--- config.mk ---
export PLATFORM = sky130hd
export DESIGN_NAME = multicycle_seq
export DESIGN_NICKNAME = d
export VERILOG_FILES = /design/src/rtl/multicycle_seq.sv
export SDC_FILE = /design/constraint.sdc
export NUM_CORES = 1
export LEC_CHECK = 0
export BUFFER_PORTS_ARGS = -buffer_cell sky130_fd_sc_hd__buf_2
export CAP_MARGIN = 10
export CELL_PAD_IN_SITES_DETAIL_PLACEMENT = 1
export CELL_PAD_IN_SITES_GLOBAL_PLACEMENT = 1
export CORE_AREA = 2 2 82 84
export DETAILED_ROUTE_END_ITERATION = 16
export DIE_AREA = 0 0 84 86
export PLACE_DENSITY = 0.58
export SYNTH_ARGS = -nofsm -noshare
export SYNTH_HDL_FRONTEND = slang
export SYNTH_SLANG_ARGS = --single-unit
--- constraint.sdc ---
create_clock -name clk -period 2.2 [get_ports clk]
set_input_delay 0.11 -clock clk [delete_from_list [all_inputs] [get_ports clk]]
set_output_delay 0.11 -clock clk [all_outputs]
set_load 0.01 [all_outputs]
--- src/rtl/multicycle_seq.sv ---
// Multi-cycle instruction sequencer for the miCPU core: steps each instruction
// through fetch/decode/execute/memory/write-back and strobes the datapath enables.
module multicycle_seq #(
    parameter int MUL_CYCLES = 4,
    parameter int CNT_W      = 16
) (
    input  logic             clk,
    input  logic             rst_n,
    input  logic             start,
    input  logic [3:0]       opcode,
    input  logic             alu_zero,
    input  logic             imem_ack,
    input  logic             dmem_ack,
    output logic             imem_req,
    output logic             ir_we,
    output logic             dmem_req,
    output logic             dmem_we,
    output logic             rf_we,
    output logic             pc_we,
    output logic             pc_branch,
    output logic             mul_start,
    output logic             busy,
    output logic             illegal,
    output logic [CNT_W-1:0] retired
);

    localparam logic [2:0] S_IDLE   = 3'd0;
    localparam logic [2:0] S_FETCH  = 3'd1;
    localparam logic [2:0] S_DECODE = 3'd2;
    localparam logic [2:0] S_EXEC   = 3'd3;
    localparam logic [2:0] S_MEM    = 3'd4;
    localparam logic [2:0] S_WB     = 3'd5;
    localparam logic [2:0] S_HALT   = 3'd6;

    localparam logic [3:0] OP_MUL   = 4'h7;
    localparam logic [3:0] OP_LW    = 4'h8;
    localparam logic [3:0] OP_SW    = 4'h9;
    localparam logic [3:0] OP_BEQ   = 4'hA;

    localparam logic [7:0] MUL_LOAD = 8'(MUL_CYCLES - 1);

    logic [2:0]       state_q,   state_d;
    logic [3:0]       op_q,      op_d;
    logic [7:0]       mul_cnt_q, mul_cnt_d;
    logic [CNT_W-1:0] retired_q;
    logic             illegal_q, illegal_d;
    logic             retire;

    logic is_mul, is_lw, is_sw, is_beq, op_illegal;

    // The opcode is captured in DECODE so later phases never depend on the IR port.
    assign is_mul     = (op_q == OP_MUL);
    assign is_lw      = (op_q == OP_LW);
    assign is_sw      = (op_q == OP_SW);
    assign is_beq     = (op_q == OP_BEQ);
    assign op_illegal = (opcode > OP_BEQ);

    always_comb begin
        state_d   = state_q;
        op_d      = op_q;
        mul_cnt_d = mul_cnt_q;
        illegal_d = illegal_q;
        retire    = 1'b0;
        case (state_q)
            S_IDLE: begin
                if (start) state_d = S_FETCH;
            end
            S_FETCH: begin
                if (imem_ack) state_d = S_DECODE;
            end
            S_DECODE: begin
                op_d      = opcode;
                mul_cnt_d = MUL_LOAD;
                if (op_illegal) begin
                    state_d   = S_HALT;
                    illegal_d = 1'b1;
                end else begin
                    state_d = S_EXEC;
                end
            end
            S_EXEC: begin
                if (is_mul) begin
                    if (mul_cnt_q == 8'd0) state_d = S_WB;
                    else                   mul_cnt_d = mul_cnt_q - 8'd1;
                end else if (is_lw || is_sw) begin
                    state_d = S_MEM;
                end else if (is_beq) begin
                    state_d = S_FETCH;
                    retire  = 1'b1;
                end else begin
                    state_d = S_WB;
                end
            end
            S_MEM: begin
                if (dmem_ack) begin
                    if (is_sw) begin
                        state_d = S_FETCH;
                        retire  = 1'b1;
                    end else begin
                        state_d = S_WB;
                    end
                end
            end
            S_WB: begin
                state_d = S_FETCH;
                retire  = 1'b1;
            end
            S_HALT: begin
                state_d = S_HALT;
            end
            default: begin
                state_d = S_IDLE;
            end
        endcase
    end

    always_ff @(posedge clk or negedge rst_n) begin
        if (!rst_n) begin
            state_q   <= S_IDLE;
            op_q      <= 4'h0;
            mul_cnt_q <= 8'd0;
            retired_q <= '0;
            illegal_q <= 1'b0;
        end else begin
            state_q   <= state_d;
            op_q      <= op_d;
            mul_cnt_q <= mul_cnt_d;
            illegal_q <= illegal_d;
            if (retire) retired_q <= retired_q + CNT_W'(1);
        end
    end

    // Only ir_we and the SW completion strobe look at an ack in the same cycle.
    always_comb begin
        imem_req  = (state_q == S_FETCH);
        ir_we     = (state_q == S_FETCH) && imem_ack;
        dmem_req  = (state_q == S_MEM);
        dmem_we   = (state_q == S_MEM) && is_sw;
        rf_we     = (state_q == S_WB);
        pc_we     = (state_q == S_WB)
                  || ((state_q == S_EXEC) && is_beq)
                  || ((state_q == S_MEM) && is_sw && dmem_ack);
        pc_branch = (state_q == S_EXEC) && is_beq && alu_zero;
        mul_start = (state_q == S_EXEC) && is_mul && (mul_cnt_q == MUL_LOAD);
        busy      = (state_q != S_IDLE) && (state_q != S_HALT);
        illegal   = illegal_q;
    end

    assign retired = retired_q;

endmodule
==> results of run 1 <==
critical path, cell delays in order (launching register included):
cell	delay [ns]
sky130_fd_sc_hd__dfrtp_1	0.39
sky130_fd_sc_hd__nand3b_4	0.19
sky130_fd_sc_hd__or4b_4	0.63
sky130_fd_sc_hd__nor4b_2	0.26
sky130_fd_sc_hd__buf_2	0.16
timing repair:
item	4_1_cts	5_1_grt
setup endpoints to repair	0	1
hold endpoints to repair	32	0
resized for setup	0	1
hold buffers	1	0
state kept, by name, summed over array words and instances, names as in the netlist:
register,flops
op_q,4
mul_cnt_q,8
state_q,3
retired,16
illegal,1
power by group through the flow:
stage / Combinational (mW) / Clock, mW / Sequential (mW)
after floorplan: 0.524 / 0 / 0.838
after detailed placement: 0.789 / 0 / 0.846
after global placement: 0.785 / 0 / 0.839
final: 0.781 / 0.461 / 0.832
after CTS: 0.800 / 0.489 / 0.834
after global routing: 0.894 / 0.516 / 0.858
worst min-delay path by stage:
stage / from / end / slack [ns] / cells after the start
after global routing: opcode[1] / op_q[1]$_DFFE_PN0P_ / 0.02 / 3
after detailed placement: rst_n / mul_cnt_q[0]$_DFFE_PN0P_ / 0.24 / 1
after CTS: opcode[1] / op_q[1]$_DFFE_PN0P_ / 0.01 / 3
after floorplan: rst_n / illegal$_DFFE_PN0P_ / -0.19 / 0
final: opcode[1] / op_q[1]$_DFFE_PN0P_ / 0.03 / 3
after global placement: rst_n / op_q[0]$_DFFE_PN0P_ / 0.24 / 1
routing by layer:
| layer | up-vias | part of all wire |
|---|---|---|
| met4 | 0 | 0.013 |
| met5 | - | 0 |
| met1 | 742 | 0.47 |
| met2 | 36 | 0.46 |
| li1 | 728 | - |
| met3 | 6 | 0.052 |
cells in the mapped netlist (2+ instances only):
| master | count | share of area |
|---|---|---|
| sky130_fd_sc_hd__dfrtp_1 | 32 | 0.44 |
| sky130_fd_sc_hd__nand2_1 | 21 | 0.043 |
| sky130_fd_sc_hd__xnor2_1 | 15 | 0.072 |
| sky130_fd_sc_hd__inv_1 | 8 | 0.016 |
| sky130_fd_sc_hd__nor2_1 | 7 | 0.014 |
| sky130_fd_sc_hd__a21oi_1 | 6 | 0.016 |
| sky130_fd_sc_hd__nand2b_1 | 6 | 0.021 |
| sky130_fd_sc_hd__o2111ai_1 | 6 | 0.029 |
| sky130_fd_sc_hd__and4_1 | 5 | 0.024 |
| sky130_fd_sc_hd__mux2i_1 | 5 | 0.027 |
| sky130_fd_sc_hd__o21ai_1 | 5 | 0.014 |
| sky130_fd_sc_hd__ha_1 | 4 | 0.027 |
| sky130_fd_sc_hd__nand3_1 | 4 | 0.011 |
| sky130_fd_sc_hd__o21ai_0 | 4 | 0.011 |
| sky130_fd_sc_hd__and2_1 | 3 | 0.010 |
| sky130_fd_sc_hd__and3_1 | 3 | 0.010 |
| sky130_fd_sc_hd__buf_2 | 3 | 0.0082 |
| sky130_fd_sc_hd__clkbuf_1 | 3 | 0.0062 |
| sky130_fd_sc_hd__nor3_1 | 3 | 0.0082 |
| sky130_fd_sc_hd__nor4_2 | 3 | 0.021 |
| sky130_fd_sc_hd__o211ai_1 | 3 | 0.012 |
| sky130_fd_sc_hd__a21o_1 | 2 | 0.0082 |
| sky130_fd_sc_hd__buf_6 | 2 | 0.012 |
| sky130_fd_sc_hd__nor2b_1 | 2 | 0.0068 |
| sky130_fd_sc_hd__nor4b_1 | 2 | 0.0096 |
| sky130_fd_sc_hd__or3_1 | 2 | 0.0068 |
metrics by stage:
stage          total power, mW  hold WS, ns
2_1_floorplan            1.362      -0.1856
3_3_place_gp             1.625       0.2378
3_5_place_dp             1.635       0.2380
4_1_cts                  2.123      0.01246
5_1_grt                  2.267      0.01745
6_report                 2.074      0.02508
area by class of cell:
cell class	count	share of cell area
clock inverters	3	0.008499
multi-input cells	131	0.4329
flip-flops and latches	32	0.3626
well taps	77	0.04363
inverters	8	0.01360
repair buffers	43	0.1076
clock buffers	5	0.03116
cells by family after synthesis:
| group | Yosys count | share of synthesized area |
|---|---|---|
| AO/OA/AOI/OAI | 32 | 0.1286 |
| XOR/XNOR | 15 | 0.07182 |
| adder cells (fa/ha/maj) | 4 | 0.02736 |
| buffers and inverters | 16 | 0.04309 |
| flip-flops | 32 | 0.4378 |
| multiplexers | 7 | 0.03967 |
| AND/OR/NAND/NOR | 73 | 0.2517 |
==> results.rst, run 1 <==
.. list-table::
   :header-rows: 1

   * - Metric
     - Value
   * - Global Route met3 Usage
     - 0.04042
   * - Switching power
     - 0.8161 mW
   * - Power density cells
     - 939.3 nW/um2
   * - Syn avg cell area
     - 10.22 um2
   * - Flop-to-flop setup slack
     - 0.25 ns
   * - Post-detailed-routing wire length
     - 4545 um
   * - Number of global-route vias before repair
     - 1557
   * - Violation count after the first detailed-routing iteration
     - 43
   * - Fraction of layout cells with a size suffix above 1
     - 0.2658
   * - Synthesized area
     - 1829 um2
   * - Effective utilization at floorplan
     - 0.2914
   * - Standard cell core area
     - 6277 um2
   * - Total of max-cap violations
     - 0
   * - # placed instances
     - 290
   * - Total global-route track usage
     - 0.1382
   * - Post-Synthesis Cells
     - 179
   * - Worst Path Class, Setup
     - reg -> out
   * - Synth-to-layout area growth
     - 20.73%
   * - Die H
     - 86 um
   * - Peak clock frequency supported by timing
     - 490.4 MHz
   * - Initial antenna violation count
     - 0
   * - Worst setup timing slack at the placement stage
     - 0.2605 ns
   * - Switching Share
     - 0.3934
   * - Flip-flop and latch count after synthesis
     - 32
   * - # IOs
     - 36
   * - Gr ovfl total
     - 0
   * - Number of nets produced by synthesis
     - 193
   * - Nets@finish
     - 235
   * - H-tree depth
     - 2
   * - Register cell area after layout
     - 800.8 um2
   * - Ys Warns
     - 0
   * - Combinational fraction of design power
     - 0.377
   * - Count of final hold-check violations
     - 0
   * - Result of the run
     - completed
   * - GR met2 Demand/Resource
     - 0.2167
   * - Kind of start point of the critical path
     - flip-flop
   * - Number of standard cells in the final layout excluding fillers
     - 299
   * - Critical Path RT
     - 2.09 ns
   * - Vias/cell
     - 5.057
   * - Setup Buffers After CTS
     - 0
   * - TritonCTS buffer count
     - 5
   * - Endpoint kind of the worst setup timing path
     - output pin
   * - Fillers
     - 740
   * - Most instantiated flip-flop cell in the synthesis netlist
     - sky130_fd_sc_hd__dfrtp_1
   * - Commonest cells after routing, fill and taps aside
     - sky130_fd_sc_hd__buf_2, sky130_fd_sc_hd__dfrtp_1, sky130_fd_sc_hd__nand2_1
   * - Destination of the worst register-to-register timing path
     - mul_cnt_q[2]$_DFFE_PN0P_
   * - Total negative setup slack
     - 0 ns
   * - Peak VDD IR
     - 0.4343 mV
   * - Area of the multi-input gates
     - 955.9 um2
   * - Number of pins with negative max-slew slack in the final report
     - 0
   * - Number of endpoints failing setup at the final stage
     - 0
   * - Worst-path fanout max
     - 12
   * - Internal Pwr Total
     - 1.258 mW
   * - Antenna diodes
     - 0
   * - Critical path launch point
     - state_q[2]$_DFFE_PN0P_
   * - Proportion of synthesized chip area in sequential cells
     - 0.4378
   * - Routability cong.
     - 0.6983
   * - Cells on worst reg2reg path
     - 4
   * - Insertion delay of the later-clocked pin in the worst-skew pair
     - 0.29 ns
   * - GR Layer Usage met1
     - 0.1864
   * - CTS tree
     - done
   * - Core occupancy in the finished layout
     - 0.3518
   * - Count of port buffers added during placement
     - 35
   * - Clock slew at the register clock pins of the worst setup and hold paths
     - 0.07 ns
   * - Fraction of the cycle the final worst path needs
     - 0.9268
   * - Final worst slack
     - 0.1611 ns
   * - Number of clock sinks
     - 32
   * - HPWL Detailed
     - 3274 um
   * - X dimension of the die
     - 84 um
   * - RSZ-0062 raised after global routing
     - false
   * - Full die area
     - 7224 um2
   * - Worst Tran Pin Value
     - 0.7778 ns
   * - Final Instance Area
     - 2208 um2
   * - Max Clock Skew
     - 0.007408 ns
   * - Time the worst path needs with I/O delays and setup
     - 2.039 ns
   * - DRC violation count after routing
     - 0
   * - Detailed-route wire length per cell
     - 15.20 um
   * - Number of unique standard cell types used by synthesis
     - 46
   * - Number of search-and-repair iterations in the first detailed-routing pass
     - 4
   * - Most Used Layer, Global Route
     - met2
   * - Startpoint of the lowest-slack register-to-register path
     - state_q[2]$_DFFE_PN0P_
   * - Most frequent standard cell in the layout excluding fill and tap cells
     - sky130_fd_sc_hd__buf_2
   * - Clk buf depth
     - 2
   * - Rows
     - 29
   * - Count of flip-flops with a built-in enable after synthesis
     - 0
   * - Global-route wire length before repair
     - 7976 um
   * - Largest net degree at the start of global routing
     - 33
   * - Area after DPL
     - 2105 um2
   * - Crit path DAT
     - 1.93 ns
   * - Antenna Violating Nets Remaining
     - 0
   * - Relative slew slack
     - 0.4815
   * - Leakage power summed over all cells
     - 1.051 nW
   * - Clk root buf
     - sky130_fd_sc_hd__clkbuf_8
   * - Total via count in the routed design
     - 1512
   * - Relative contribution of the clock network to total power
     - 0.222
   * - Min-delay worst type
     - in -> reg
   * - Post-synthesis async set-or-reset flop share
     - 1.000
   * - CP Capture Point
     - mul_start
   * - Reg power frac
     - 0.401
No activity file was read; power rests on OpenSTA's default activity.
==> run 2, diff against run 1 <==
--- a/config.mk
+++ b/config.mk
@@ -9,10 +9,11 @@
 export CAP_MARGIN = 10
 export CELL_PAD_IN_SITES_DETAIL_PLACEMENT = 1
 export CELL_PAD_IN_SITES_GLOBAL_PLACEMENT = 1
-export CORE_AREA = 2 2 82 84
+export CORE_AREA = 2 2 69 71
 export DETAILED_ROUTE_END_ITERATION = 16
-export DIE_AREA = 0 0 84 86
-export PLACE_DENSITY = 0.58
+export DIE_AREA = 0 0 71 73
+export HOLD_SLACK_MARGIN = 0.12
+export PLACE_DENSITY = 0.78
 export SYNTH_ARGS = -nofsm -noshare
 export SYNTH_HDL_FRONTEND = slang
 export SYNTH_SLANG_ARGS = --single-unit
==> results.rst, run 2 (same netlist as run 1, synthesis figures left out) <==
.. list-table::
   :header-rows: 1

   * - Metric
     - Value
   * - Nets@finish
     - 238
   * - Total via count in the routed design
     - 1508
   * - Initial antenna violation count
     - 0
   * - H-tree depth
     - 2
   * - Violation count after the first detailed-routing iteration
     - 55
   * - Most frequent standard cell in the layout excluding fill and tap cells
     - sky130_fd_sc_hd__buf_2
   * - Worst Path Class, Setup
     - reg -> out
   * - Critical Path RT
     - 2.09 ns
   * - Post-detailed-routing wire length
     - 4369 um
   * - Number of pins with negative max-slew slack in the final report
     - 0
   * - Final Hold Slack
     - 0.1449 ns
   * - Commonest cells after routing, fill and taps aside
     - sky130_fd_sc_hd__buf_2, sky130_fd_sc_hd__dfrtp_1, sky130_fd_sc_hd__nand2_1
   * - Area after DPL
     - 2068 um2
   * - Final Instance Area
     - 2221 um2
   * - # placed instances
     - 266
   * - TritonCTS buffer count
     - 5
   * - Gr ovfl total
     - 0
   * - Insertion delay of the later-clocked pin in the worst-skew pair
     - 0.28 ns
   * - Clk buf depth
     - 2
   * - CTS tree
     - done
   * - Global-route wire length before repair
     - 7569 um
   * - Clock slew at the register clock pins of the worst setup and hold paths
     - 0.07 ns
   * - Peak VDD IR
     - 0.5210 mV
   * - Crit path DAT
     - 1.92 ns
   * - Number of cells on the worst hold path
     - 4
   * - Clk root buf
     - sky130_fd_sc_hd__clkbuf_8
   * - Peak clock frequency supported by timing
     - 492.0 MHz
   * - Top metal layer carrying routed signals
     - met4
   * - Core occupancy in the finished layout
     - 0.4897
   * - Fraction of layout cells with a size suffix above 1
     - 0.2545
   * - # IOs
     - 36
   * - Fillers
     - 535
   * - Cells on worst reg2reg path
     - 4
   * - Full die area
     - 5183 um2
   * - Effective utilization at floorplan
     - 0.4033
   * - Count of final hold-check violations
     - 0
   * - Time the worst path needs with I/O delays and setup
     - 2.033 ns
   * - Kind of start point of the critical path
     - flip-flop
   * - Max reg flops
     - 16
   * - Worst-path fanout max
     - 12
   * - Standard cell core area
     - 4536 um2
   * - Routed wl met2
     - 2170 um
   * - Antenna diodes
     - 0
   * - Total global-route track usage
     - 0.1831
   * - Relative slew slack
     - 0.5055
   * - Final worst slack
     - 0.1675 ns
   * - Total of max-cap violations
     - 0
   * - Number of global-route vias before repair
     - 1602
   * - Number of endpoints failing setup at the final stage
     - 0
   * - Total negative setup slack
     - 0 ns
   * - Worst setup timing slack at the placement stage
     - 0.2799 ns
   * - Synth-to-layout area growth
     - 21.41%
   * - DRC violation count after routing
     - 0
   * - X dimension of the die
     - 71 um
   * - Die H
     - 73 um
   * - Fraction of the cycle the final worst path needs
     - 0.9239
   * - Rows
     - 25
   * - Power density cells
     - 956.6 nW/um2
   * - Antenna Violating Nets Remaining
     - 0
   * - Number of clock sinks
     - 32
   * - Leakage power summed over all cells
     - 1.065 nW
   * - Min-delay worst type
     - in -> reg
   * - Result of the run
     - completed
   * - Max Clock Skew
     - 0.007686 ns
   * - Setup Buffers After CTS
     - 0
   * - RSZ-0062 raised after global routing
     - false
   * - Number of standard cells in the final layout excluding fillers
     - 278
   * - Count of port buffers added during placement
     - 35
   * - Worst Tran Pin Value
     - 0.7418 ns
   * - Endpoint kind of the worst setup timing path
     - output pin
   * - HPWL Detailed
     - 3096 um
   * - Detailed-routed wire length on met3
     - 163 um
   * - Number of search-and-repair iterations in the first detailed-routing pass
     - 4
   * - Largest net degree at the start of global routing
     - 33
   * - Power consumption
     - 2.124 mW
   * - Routability cong.
     - 0.8378
   * - Vias/cell
     - 5.424
   * - Detailed-route wire length per cell
     - 15.72 um
   * - Routed length on met1
     - 2002 um
[run 2: critical path: stages (launching register included)]
cell and delay (ns):
sky130_fd_sc_hd__dfrtp_1 0.39, sky130_fd_sc_hd__nand3b_4 0.19, sky130_fd_sc_hd__or4b_4 0.64, sky130_fd_sc_hd__nor4b_2 0.26
sky130_fd_sc_hd__buf_2 0.16
[run 2: final cells by class]
class	count	area [um2]	area share
Multi-Input combinational cell	131	955.9	0.4304
Sequential cell	32	800.8	0.3606
Tap cell	54	67.56	0.03042
Inverter	8	30.03	0.01352
Clock buffer	7	96.34	0.04338
Timing Repair Buffer	46	270.3	0.1217
[run 2: worst paths after layout]
path,start,to,slack (ns)
max,state_q[2]$_DFFE_PN0P_,mul_start,0.17
min,dmem_ack,state_q[2]$_DFFE_PN0P_,0.14
max reg2reg,state_q[2]$_DFFE_PN0P_,mul_cnt_q[2]$_DFFE_PN0P_,0.28
min reg2reg,illegal$_DFFE_PN0P_,illegal$_DFFE_PN0P_,0.45
max in group asynchronous,rst_n,mul_cnt_q[7]$_DFFE_PN0P_,1.30
min in group asynchronous,rst_n,state_q[1]$_DFFE_PN0P_,0.42
[run 2: report_power, final]
group	switching, mW	leakage (nW)	total, mW	internal, mW
Combinational	0.468	0.599	0.799	0.331
Sequential	0.118	0.416	0.831	0.713
Clock	0.217	0.0503	0.495	0.279
[run 2: per-layer routing]
metal  GRT usage  up-vias
li1            -      732
met1      0.2339      744
met2      0.3157       28
met3     0.04144        4
met4     0.04612        0
met5           0        -
[run 2: repair_timing]
action,in CTS,in global routing
setup endpoints to repair,0,1
hold buffers,5,0
gates resized for setup,0,1
endpoints found under the hold margin,36,0
